## src/rtl/scan_pkg.sv

```systemverilog
// Shared widths and state encoding for the scan address decoder.
package scan_pkg;

  localparam int ADDR_W     = 32;
  localparam int STRIDE_X_W = 16;

  typedef enum logic [1:0] {
    IDLE = 2'd0,
    RUN  = 2'd1,
    ERR  = 2'd2
  } scan_dec_state_t;

endpackage

```

## src/rtl/scan_coord_counter.sv

```systemverilog
// Tracks the (x, y) position of the next expected element and the address
// the scan generator should present for it. All arithmetic wraps mod 2^32.
module scan_coord_counter
  import scan_pkg::*;
(
  input  logic              clk,
  input  logic              rst,
  input  logic              clear_i,
  input  logic              advance_i,
  input  logic [ADDR_W-1:0] x_stride_i,
  input  logic [ADDR_W-1:0] y_stride_i,
  input  logic [ADDR_W-1:0] x_max_i,
  input  logic [ADDR_W-1:0] y_max_i,
  output logic [ADDR_W-1:0] x_o,
  output logic [ADDR_W-1:0] y_o,
  output logic [ADDR_W-1:0] addr_o,
  output logic              row_last_o,
  output logic              frame_last_o
);

  logic [ADDR_W-1:0] x_q, x_d;
  logic [ADDR_W-1:0] y_q, y_d;
  logic [ADDR_W-1:0] addr_q, addr_d;

  assign x_o          = x_q;
  assign y_o          = y_q;
  assign addr_o       = addr_q;
  assign row_last_o   = (x_q == x_max_i);
  assign frame_last_o = row_last_o && (y_q == y_max_i);

  // Next position: column step, row step, or wrap to the frame origin.
  always_comb begin
    x_d    = x_q;
    y_d    = y_q;
    addr_d = addr_q;
    if (clear_i) begin
      x_d    = '0;
      y_d    = '0;
      addr_d = '0;
    end else if (advance_i) begin
      if (frame_last_o) begin
        x_d    = '0;
        y_d    = '0;
        addr_d = '0;
      end else if (row_last_o) begin
        x_d    = '0;
        y_d    = y_q + ADDR_W'(1);
        addr_d = addr_q + y_stride_i;
      end else begin
        x_d    = x_q + ADDR_W'(1);
        addr_d = addr_q + x_stride_i;
      end
    end
  end

  // Position registers.
  always_ff @(posedge clk or posedge rst) begin
    if (rst) begin
      x_q    <= '0;
      y_q    <= '0;
      addr_q <= '0;
    end else begin
      x_q    <= x_d;
      y_q    <= y_d;
      addr_q <= addr_d;
    end
  end

endmodule

```

## src/rtl/scan_addr_decoder.sv

```systemverilog
// Checks a stream of scan addresses against the expected raster sequence and
// turns each matching address into an (x, y) element with row/frame markers.
// A mismatch latches the offending address and parks the block until the
// next start.
module scan_addr_decoder
  import scan_pkg::*;
(
  input  logic                  clk,
  input  logic                  rst,
  input  logic                  start,
  input  logic [STRIDE_X_W-1:0] x_stride,
  input  logic [ADDR_W-1:0]     y_stride,
  input  logic [ADDR_W-1:0]     x_max,
  input  logic [ADDR_W-1:0]     y_max,
  input  logic                  in_valid,
  output logic                  in_ready,
  input  logic [ADDR_W-1:0]     in_addr,
  output logic                  out_valid,
  input  logic                  out_ready,
  output logic [ADDR_W-1:0]     out_x,
  output logic [ADDR_W-1:0]     out_y,
  output logic                  out_row_last,
  output logic                  out_frame_last,
  output logic                  err,
  output logic [ADDR_W-1:0]     err_addr
);

  scan_dec_state_t       state_q, state_d;
  logic [STRIDE_X_W-1:0] xs_q, xs_d;
  logic [ADDR_W-1:0]     ys_q, ys_d;
  logic [ADDR_W-1:0]     xm_q, xm_d;
  logic [ADDR_W-1:0]     ym_q, ym_d;
  logic                  out_valid_q, out_valid_d;
  logic [ADDR_W-1:0]     out_x_q, out_x_d;
  logic [ADDR_W-1:0]     out_y_q, out_y_d;
  logic                  out_rl_q, out_rl_d;
  logic                  out_fl_q, out_fl_d;
  logic                  err_q, err_d;
  logic [ADDR_W-1:0]     err_addr_q, err_addr_d;

  logic                  xfer;
  logic                  advance;
  logic [ADDR_W-1:0]     cnt_x, cnt_y, cnt_addr;
  logic                  cnt_rl, cnt_fl;

  // Outside RUN the decoder swallows whatever arrives; in RUN it only
  // accepts when the output register is free or being emptied this cycle.
  assign in_ready = (state_q == RUN) ? (!out_valid_q || out_ready) : 1'b1;
  assign xfer     = in_valid && in_ready;

  assign out_valid      = out_valid_q;
  assign out_x          = out_x_q;
  assign out_y          = out_y_q;
  assign out_row_last   = out_rl_q;
  assign out_frame_last = out_fl_q;
  assign err            = err_q;
  assign err_addr       = err_addr_q;

  scan_coord_counter u_counter (
    .clk          (clk),
    .rst          (rst),
    .clear_i      (start),
    .advance_i    (advance),
    .x_stride_i   ({{(ADDR_W-STRIDE_X_W){1'b0}}, xs_q}),
    .y_stride_i   (ys_q),
    .x_max_i      (xm_q),
    .y_max_i      (ym_q),
    .x_o          (cnt_x),
    .y_o          (cnt_y),
    .addr_o       (cnt_addr),
    .row_last_o   (cnt_rl),
    .frame_last_o (cnt_fl)
  );

  // Next state, output register and error capture; start overrides any
  // transfer in the same cycle.
  always_comb begin
    state_d     = state_q;
    xs_d        = xs_q;
    ys_d        = ys_q;
    xm_d        = xm_q;
    ym_d        = ym_q;
    out_valid_d = out_valid_q;
    out_x_d     = out_x_q;
    out_y_d     = out_y_q;
    out_rl_d    = out_rl_q;
    out_fl_d    = out_fl_q;
    err_d       = err_q;
    err_addr_d  = err_addr_q;
    advance     = 1'b0;

    if (out_valid_q && out_ready) begin
      out_valid_d = 1'b0;
    end

    if (start) begin
      state_d     = RUN;
      xs_d        = x_stride;
      ys_d        = y_stride;
      xm_d        = x_max;
      ym_d        = y_max;
      out_valid_d = 1'b0;
      err_d       = 1'b0;
      err_addr_d  = '0;
    end else if ((state_q == RUN) && xfer) begin
      if (in_addr == cnt_addr) begin
        advance     = 1'b1;
        out_valid_d = 1'b1;
        out_x_d     = cnt_x;
        out_y_d     = cnt_y;
        out_rl_d    = cnt_rl;
        out_fl_d    = cnt_fl;
      end else begin
        // Any pending element was accepted this cycle (in_ready implies it),
        // so the output register simply drains.
        state_d    = ERR;
        err_d      = 1'b1;
        err_addr_d = in_addr;
      end
    end
  end

  // Control, config and output registers; reset clears everything at once.
  always_ff @(posedge clk or posedge rst) begin
    if (rst) begin
      state_q     <= IDLE;
      xs_q        <= '0;
      ys_q        <= '0;
      xm_q        <= '0;
      ym_q        <= '0;
      out_valid_q <= 1'b0;
      out_x_q     <= '0;
      out_y_q     <= '0;
      out_rl_q    <= 1'b0;
      out_fl_q    <= 1'b0;
      err_q       <= 1'b0;
      err_addr_q  <= '0;
    end else begin
      state_q     <= state_d;
      xs_q        <= xs_d;
      ys_q        <= ys_d;
      xm_q        <= xm_d;
      ym_q        <= ym_d;
      out_valid_q <= out_valid_d;
      out_x_q     <= out_x_d;
      out_y_q     <= out_y_d;
      out_rl_q    <= out_rl_d;
      out_fl_q    <= out_fl_d;
      err_q       <= err_d;
      err_addr_q  <= err_addr_d;
    end
  end

endmodule

```

## config.mk

```make
export PLATFORM = sky130hd
export DESIGN_NAME = scan_addr_decoder
export DESIGN_NICKNAME = d
export VERILOG_FILES = /design/src/rtl/scan_pkg.sv /design/src/rtl/scan_coord_counter.sv /design/src/rtl/scan_addr_decoder.sv
export SDC_FILE = /design/constraint.sdc
export NUM_CORES = 1
export LEC_CHECK = 0
export CORE_MARGIN = 1.5
export CORE_UTILIZATION = 30
export CTS_CLUSTER_SIZE = 24
export DETAILED_ROUTE_END_ITERATION = 10
export PLACE_DENSITY = 0.63
export SLEW_MARGIN = 20
export SYNTH_ARGS = -nofsm -noshare
export SYNTH_HDL_FRONTEND = slang
export SYNTH_SLANG_ARGS = --single-unit
```

## constraint.sdc

```tcl
create_clock -name clk -period 10.43 [get_ports clk]
set_input_delay 2.086 -clock clk [delete_from_list [all_inputs] [get_ports clk]]
set_output_delay 2.086 -clock clk [all_outputs]
set_load 0.03 [all_outputs]
```

Word-level counts from Yosys, hierarchy flattened --
Index checks and enable logic that the tools add are counted.
Word-level totals: register bits after elaboration 310, input bits 149, logic and storage cells 66
Operators by class: add/subtract/negate cells 4, eq/ne operators 5, muxes and demuxes 29, bitwise operators 1, reductions and logical operators 12
Operator list (number):
- two-way mux 32 bit | 15
- == test 32 bit | 3
- adder 32 x 1 -> 32 bit, second input constant | 2
- adder 32 x 16 -> 32 bit | 1
- adder 32 bit | 1
- two-way mux 1 bit | 11
- two-way mux 2 bit | 3
- logical AND 1 bit | 4
- AND reduction 2 bit | 2
- nonzero test 2 bit | 2
- AND reduction 3 bit | 1
- nonzero test 3 bit | 1
- == test 2 x 1 -> 1 bit, second input constant | 1
- inequality test 2 bit, second input constant | 1
- zero test 1 bit | 1
- logical OR 1 bit | 1
- NOT 1 bit | 1

Longest topological paths before layout --
Gate-level depths: netlist of the first run.
depth in word-level cells 9, gate-level depth with buffers 18, gate-level depth less buffers 16

Hierarchy --
From an unflattened synthesis of the first run, not the netlist that was laid out.
Unflattened totals: cells, all modules 1336, area total of the unflattened synthesis 15564.9 sq um
By module, submodules not included:
- scan_addr_decoder | instances 1, cells an instance 572, area each 8494.4 sq um, seq. area each 5330.1 sq um
- scan_coord_counter | instances 1, cells an instance 764, area each 7070.5 sq um, seq. area each 2402.3 sq um

Least setup slack after synthesis of the first run --
OpenSTA, ideal clock, no wires.
kind input-to-output, start input out_ready, end output in_ready, arrival time 2522 ps, required time 8344 ps, slack 5822 ps, stages 2, buffers on the path 0, cell sequence nand2b_1 > nand2b_1
On the way: word-level cells in the longest chain between the ends 2
RTL lines:
- start, declared | RTL line scan_addr_decoder.sv:19 | input logic out_ready,
- logical OR 1 bit | RTL line scan_addr_decoder.sv:48 | assign in_ready = (state_q == RUN) ? (!out_valid_q || out_ready) : 1'b1;
- two-way mux 1 bit | RTL line scan_addr_decoder.sv:48
- end, declared | RTL line scan_addr_decoder.sv:16 | output logic in_ready,
No other way between the ends.

Worst setup path after layout of the first run --
Ends and elaborated chain as after synthesis.

==> reports/metrics.csv, run 1 <==
metric,value,unit
status,"finished, final reports clean",
Cells after Synth,1283,
"Clk pin slew, worst setup/hold paths",50,ps
Synth async-reset ratio,100,%
Tightest Pin Transition,946,ps
"FF+latch count, synth",309,
combinational power share,9.8,%
commonest cells in the netlist,"dfrtp_1, mux2_2, xor2_1",
clk_lat worst skew,540,ps
pwr dens,152,nW/um2
NumNets Final,1717,
area delta synth->final,29.7,%
post-synth top area share,50.7,%
Hold Path End,state_q[0]$_DFFE_PP0P_,
crit share post-route,55.9,%
Ys Warns,0,
first-pass GRT wire length,66300,um
number of remaining DRC errors,0,
Buffers on Ports,249,
top cell type by total area after synthesis,dfrtp_1,
fmax,172,MHz
Crit path arrival time,3740,ps
WS Path Type,in2out,
Avg WL per Cell,18.6,um
setup TNS,0,ps
initial antenna violation count,2,
Cell variety after synth,63,
post-CTS setup repair buffer count,0,
Final Slew Violations,0,
Sw Ratio,23.4,%
TritonCTS clock tree,yes,
worst reg-to-reg setup slack,5030,ps
Clock power frac,47.2,%
CTS Buf Count,39,
DR vias/cell,4.84,
total congestion overflow,0,
IO Pins,250,
Area contributors post-synth,"dfrtp_1, mux2_2, xor2_1, xnor2_1, ha_1",
Die Span X,228,um
Pre-antenna DRT Iters,4,
"count leader, synth",dfrtp_1,
RR Startpoint,u_counter.x_o[27]$_DFFE_PP0P_,
std cell rows,82,
Die H,228,um
fin crit period,5830,ps
"Setup violations, final",0,
R2R depth,17,
Vias,10800,
die area,52200,um2
clock root buffer,clkbuf_16,
minimum hold slack,477,ps
largest net degree at the start of global routing,157,
Slew HR,36.9,%
clk_skew,25.0,ps
leakage,8.86,nW
startpoint types,input port,
Max IR drop VDD,97.0,uV
clk buf depth,3,
RSZ-0062 raised after global routing,no,
DR iter-0 viols,602,
Avg Inst Size Synth,11.9,um2
Syn Std Cell Area,15200,um2
Hold WC Path Type,reg2reg,
syn_nets,1472,
hold_buf cts,0,
dpl hpwl,29700,um
n_diodes,0,
"EDFF count, synth",0,
highest net fanout along the worst path,3,
core outline area,50200,um2
Psw,0.701,mW
layout cells sized above 1,16.2,%
Seq pwr share,43.0,%
predominant post-synthesis flop cell,dfrtp_1,
Tot GR Track Use,16.1,%
max_cap viols,0,
Post-DRT Antenna Nets,0,
Critical Path RT,8340,ps
Final Hold Violating Endpoints,0,
hold depth,1,
clk sinks,309,
number of global-route vias before repair,11400,
Internal Pwr Total,2.30,mW
Post-Route WL,41300,um
initial core utilization,30.4,%
Crit. End Element,primary output,
Hold Startpoint,state_q[0]$_DFFE_PP0P_,
R2R Path End,u_counter.addr_o[28]$_DFFE_PP0P_,
CTS H-tree lvls,2,
GPL Wtd Cong,0.817,
"Seq/Total Area, Yosys",50.7,%
Post-CTS Resized,0,
-- final cells by class --
| type | instances | area (um2) |
|---|---|---|
| fillers | 4723 | 30400 |
| flip-flops and latches | 309 | 7730 |
| multi-input cells | 904 | 7220 |
| repair buffers | 260 | 2600 |
| clock buffers | 51 | 1030 |
| well taps | 672 | 841 |
| clock inverters | 16 | 294 |
| inverters | 14 | 56.3 |
-- critical path, stage by stage --
cell,delay (ps)
clkdlybuf4s50_1,450
nand2b_1,310
nand2b_1,200
clkdlybuf4s50_1,690
-- power groups by stage --
stage	sequential, mW	clock [mW]	combinational, mW
CTS	1.29	1.46	0.300
detailed placement	1.31	0	0.298
finish	1.29	1.42	0.294
global placement	1.31	0	0.294
global route	1.30	1.51	0.321
floorplan	1.32	0	0.157
-- flip-flops by register name, indices dropped and copies added, names as in the netlist --
register	cells
u_counter.addr_o	32
err	1
out_frame_last	1
out_x	32
out_row_last	1
ym_q	32
out_y	32
ys_q	32
u_counter.x_o	32
out_valid	1
u_counter.y_o	32
xs_q	16
err_addr	32
state_q	1
xm_q	32
-- how the worst max path moves through the flow --
stage           startpoint                            to  slack, ps
2_1_floorplan          rst               err$_DFFE_PP0P_       4230
4_1_cts          out_ready                      in_ready       4560
3_3_place_gp   in_addr[26]          out_x[8]$_DFFE_PP0P_       4360
5_1_grt          out_ready                      in_ready       4490
3_5_place_dp   in_addr[26]  u_counter.y_o[8]$_DFFE_PP0P_       4320
6_report         out_ready                      in_ready       4600
-- kinds of logic (layout without fill, tap and decap cells) --
group                    after synthesis  count (layout)  share of synthesized area (%)
AND/OR/NAND/NOR                      311             311                           10.6
flip-flops                           309             309                           50.7
multiplexers                         225             225                           16.4
XOR/XNOR                             172             172                           9.88
AO/OA/AOI/OAI                        156             156                           7.13
buffers and inverters                 70             341                           2.00
adder cells (fa/ha/maj)               40              40                           3.33
-- stage by stage --
stage | area, um2 | power [mW] | setup slack [ps] | instances | util [%]
after detailed placement | 18400 | 1.61 | 4320 | 2159 | 36.8
after global routing | 19800 | 3.13 | 4490 | 2226 | 39.4
after CTS | 19800 | 3.05 | 4560 | 2226 | 39.4
after floorplan | 15200 | 1.48 | 4230 | 1283 | -
after global placement | 18400 | 1.60 | 4360 | 2159 | 36.8
final | 19800 | 3.00 | 4600 | 2226 | 39.4
-- metal layers --
layer / global-route usage, % / wire, um / up-vias
met3: 3.42 / 2170 / 64
met4: 4.82 / 955 / 2
met5: 0 / 13 / -
met1: 21.8 / 19000 / 5426
met2: 25.7 / 19200 / 260
li1: - / - / 5030
-- placed cells by master (no fill, tap or decap), drive strengths merged, types with 12 or more instances in the layout --
master / n
a21o: 15
a21oi: 42
a22o: 30
and2: 21
and3: 17
buf: 12
clkbuf: 51
clkdlybuf4s50: 248
dfrtp: 309
ha: 39
inv: 14
mux2: 193
mux2i: 32
nand2: 51
nand3: 30
nand4: 28
nor2: 104
nor4: 24
o21ai: 34
xnor2: 70
xor2: 102
(Power assumes the default switching activity.)
==> inputs of run 2 (changes only) <==
--- a/config.mk
+++ b/config.mk
@@ -9,7 +9,7 @@
 export CORE_UTILIZATION = 30
 export CTS_CLUSTER_SIZE = 24
 export DETAILED_ROUTE_END_ITERATION = 10
-export PLACE_DENSITY = 0.63
+export PLACE_DENSITY = 0.61
 export SLEW_MARGIN = 20
 export SYNTH_ARGS = -nofsm -noshare
 export SYNTH_HDL_FRONTEND = slang
==> constraint.sdc (replaced) <==
create_clock -name clk -period 5.95 [get_ports clk]
set_input_delay 1.19 -clock clk [delete_from_list [all_inputs] [get_ports clk]]
set_output_delay 1.19 -clock clk [all_outputs]
set_load 0.03 [all_outputs]
==> run 2 against run 1 <==
Against the previous run:
- largest cell class unchanged
- combinational power up 79%
- non-clock buffer count is 3 higher
- die area unchanged
- wire length up 3.9%
- register-to-register slack worse by 4000 ps
- largest power group unchanged
- critical endpoint is now u_counter.addr_o[28]$_DFFE_PP0P_
- final cell count is 0.22% lower
==> reports/metrics.csv, run 2 (synthesis gave the netlist of run 1 again) <==
metric,value,unit,change
layout cells sized above 1,16.5,%,was 16.2%
first-pass GRT wire length,67600,um,was 66300 um
NumNets Final,1720,,was 1717
Clock power frac,44.9,%,was 47.2%
Vias,10800,,about the same
Psw,1.24,mW,was 0.701 mW
Post-DRT Antenna Nets,0,,unchanged
Tightest Pin Transition,993,ps,was 946 ps
clk buf depth,3,,unchanged
"commonest cells after routing, fill and taps aside","dfrtp_1, clkdlybuf4s50_1, mux2_2, xor2_1, nor2_1",,unchanged
number of remaining DRC errors,0,,unchanged
DR vias/cell,4.85,,was 4.84
TritonCTS clock tree,yes,,unchanged
register area,7730,um2,unchanged
dpl hpwl,30800,um,was 29700 um
max_cap viols,0,,unchanged
"most common cell after layout, fill and taps aside",dfrtp_1,,unchanged
Sw Ratio,24.5,%,was 23.4%
WS Path Type,reg2reg,,was in2out
global routing met3 resource utilization,3.63,%,was 3.42%
crit share post-route,82.6,%,
dpl cell area,18500,um2,was 18400 um2
"Setup violations, final",0,,unchanged
RSZ-0062 raised after global routing,no,,unchanged
Crit. End Element,flip-flop,,was primary output
combinational power share,10.4,%,was 9.8%
Post-Route WL,42900,um,was 41300 um
footprint of the multi-input gates,7220,um2,unchanged
status,"finished, final reports clean",,unchanged
CTS H-tree lvls,2,,unchanged
number of global-route vias before repair,11400,,about the same
Max IR drop VDD,162,uV,was 97.0 uV
Hold WC Path Type,reg2reg,,unchanged
post-CTS setup repair buffer count,0,,unchanged
Die H,228,um,unchanged
met1 usage in global routing,22.9,%,was 21.8%
clk_skew,30.7,ps,was 25.0 ps
std cell rows,82,,unchanged
cell area after layout,19700,um2,was 19800 um2
area delta synth->final,29.1,%,was 29.7%
Crit path arrival time,5360,ps,was 3740 ps
Internal Pwr Total,3.82,mW,was 2.30 mW
Slew HR,33.8,%,was 36.9%
FILL cells,4740,,was 4723
Final Slew Violations,0,,unchanged
n_diodes,0,,unchanged
Pre-antenna DRT Iters,6,,was 4
initial core utilization,30.4,%,unchanged
leakage,8.82,nW,was 8.86 nW
pwr dens,257,nW/um2,was 152 nW/um2
initial antenna violation count,0,,was 2
fin crit period,4910,ps,
Seq pwr share,44.7,%,was 43.0%
setup TNS,0,ps,unchanged
clock root buffer,clkbuf_16,,unchanged
Die Span X,228,um,unchanged
fmax,203,MHz,
Buffers on Ports,249,,unchanged
Place WS,942,ps,was 4320 ps
final core utilization,39.2,%,was 39.4%
die area,52200,um2,unchanged
Post-CTS Resized,0,,unchanged
gr busiest metal,met2,,unchanged
largest net degree at the start of global routing,119,,was 157
startpoint types,flip-flop,,was input port
DR iter-0 viols,620,,was 602
Finished Layout Cells,2221,,was 2226
GPL Wtd Cong,0.859,,was 0.817
IO Pins,250,,unchanged
clk sinks,309,,unchanged
Final Hold Violating Endpoints,0,,unchanged
Avg WL per Cell,19.3,um,was 18.6 um
"Clk pin slew, worst setup/hold paths",60,ps,was 50 ps
Critical Path RT,6400,ps,was 8340 ps
total congestion overflow,0,,unchanged
M2 GR Usage,26.1,%,was 25.7%
highest net fanout along the worst path,15,,was 3
CTS Buf Count,39,,unchanged
dpl cells,2162,,was 2159
"Worst Setup Slack, final",1040,ps,was 4600 ps
hold_buf cts,0,,unchanged
core outline area,50200,um2,unchanged
Tot GR Track Use,16.5,%,was 16.1%
clk_lat worst skew,560,ps,was 540 ps
[run 2: changes by cell type in the layout (fill, tap and decap cells not counted), sizes merged]
| cell | change |
|---|---|
| clkinv | +2 |
| buf | +3 |
| clkbuf | -6 |
| bufinv | -5 |
| clkinvlp | +1 |
[run 2: cell type report]
cell class | instances | area share, %
sequential | 309 | 39.3
multi-input combinational | 904 | 36.7
timing repair buffer | 263 | 13.4
clock buffer | 45 | 5.23
tap | 672 | 4.27
clock inverter | 14 | 0.801
inverter | 14 | 0.286
[run 2: stage by stage]
| step | power, mW | hold WS (ps) |
|---|---|---|
| 4_1_cts | 5.15 | 475 |
| 3_3_place_gp | 2.82 | 452 |
| 2_1_floorplan | 2.59 | 442 |
| 6_report | 5.06 | 477 |
| 3_5_place_dp | 2.83 | 462 |
| 5_1_grt | 5.27 | 505 |
[run 2: per-layer routing]
metal / routed length [um] / part of all wire (%)
met5: 0 / 0
met2: 19800 / 46
met1: 20200 / 47
met4: 808 / 1.9
met3: 2090 / 4.9
[run 2: worst max-delay path: stages (launching register included)]
cell and delay, ps:
dfrtp_1 430, xor2_1 180, nor4_1 330, nand4_1 270, nor2_4 580, mux2_2 420, ha_1 210, fa_1 420
nand3_2 130, a211oi_2 90, a2111oi_4 410, a31oi_1 220, or4b_4 590, nand2_1 110, o21ai_1 80, xor2_1 140
a22o_1 190
[run 2: power by group through the flow]
stage | registers, mW | logic, mW | clock network [mW]
floorplan | 2.31 | 0.275 | 0
global placement | 2.30 | 0.526 | 0
detailed placement | 2.30 | 0.532 | 0
global route | 2.27 | 0.570 | 2.43
CTS | 2.26 | 0.536 | 2.35
finish | 2.26 | 0.526 | 2.27
[run 2: path summary, 6_finish.rpt]
check / depth (start not counted) / startpoint / slack (ps) / to
worst max-delay path: 16 / u_counter.x_o[8]$_DFFE_PP0P_ / 1040 / u_counter.addr_o[28]$_DFFE_PP0P_
worst min-delay path: 1 / state_q[0]$_DFFE_PP0P_ / 480 / state_q[0]$_DFFE_PP0P_
worst max register to register: 16 / u_counter.x_o[8]$_DFFE_PP0P_ / 1040 / u_counter.addr_o[28]$_DFFE_PP0P_
worst min register to register: 1 / state_q[0]$_DFFE_PP0P_ / 480 / state_q[0]$_DFFE_PP0P_
max in group asynchronous: 3 / rst / 3670 / u_counter.addr_o[1]$_DFFE_PP0P_
min in group asynchronous: 2 / rst / 1180 / out_x[6]$_DFFE_PP0P_
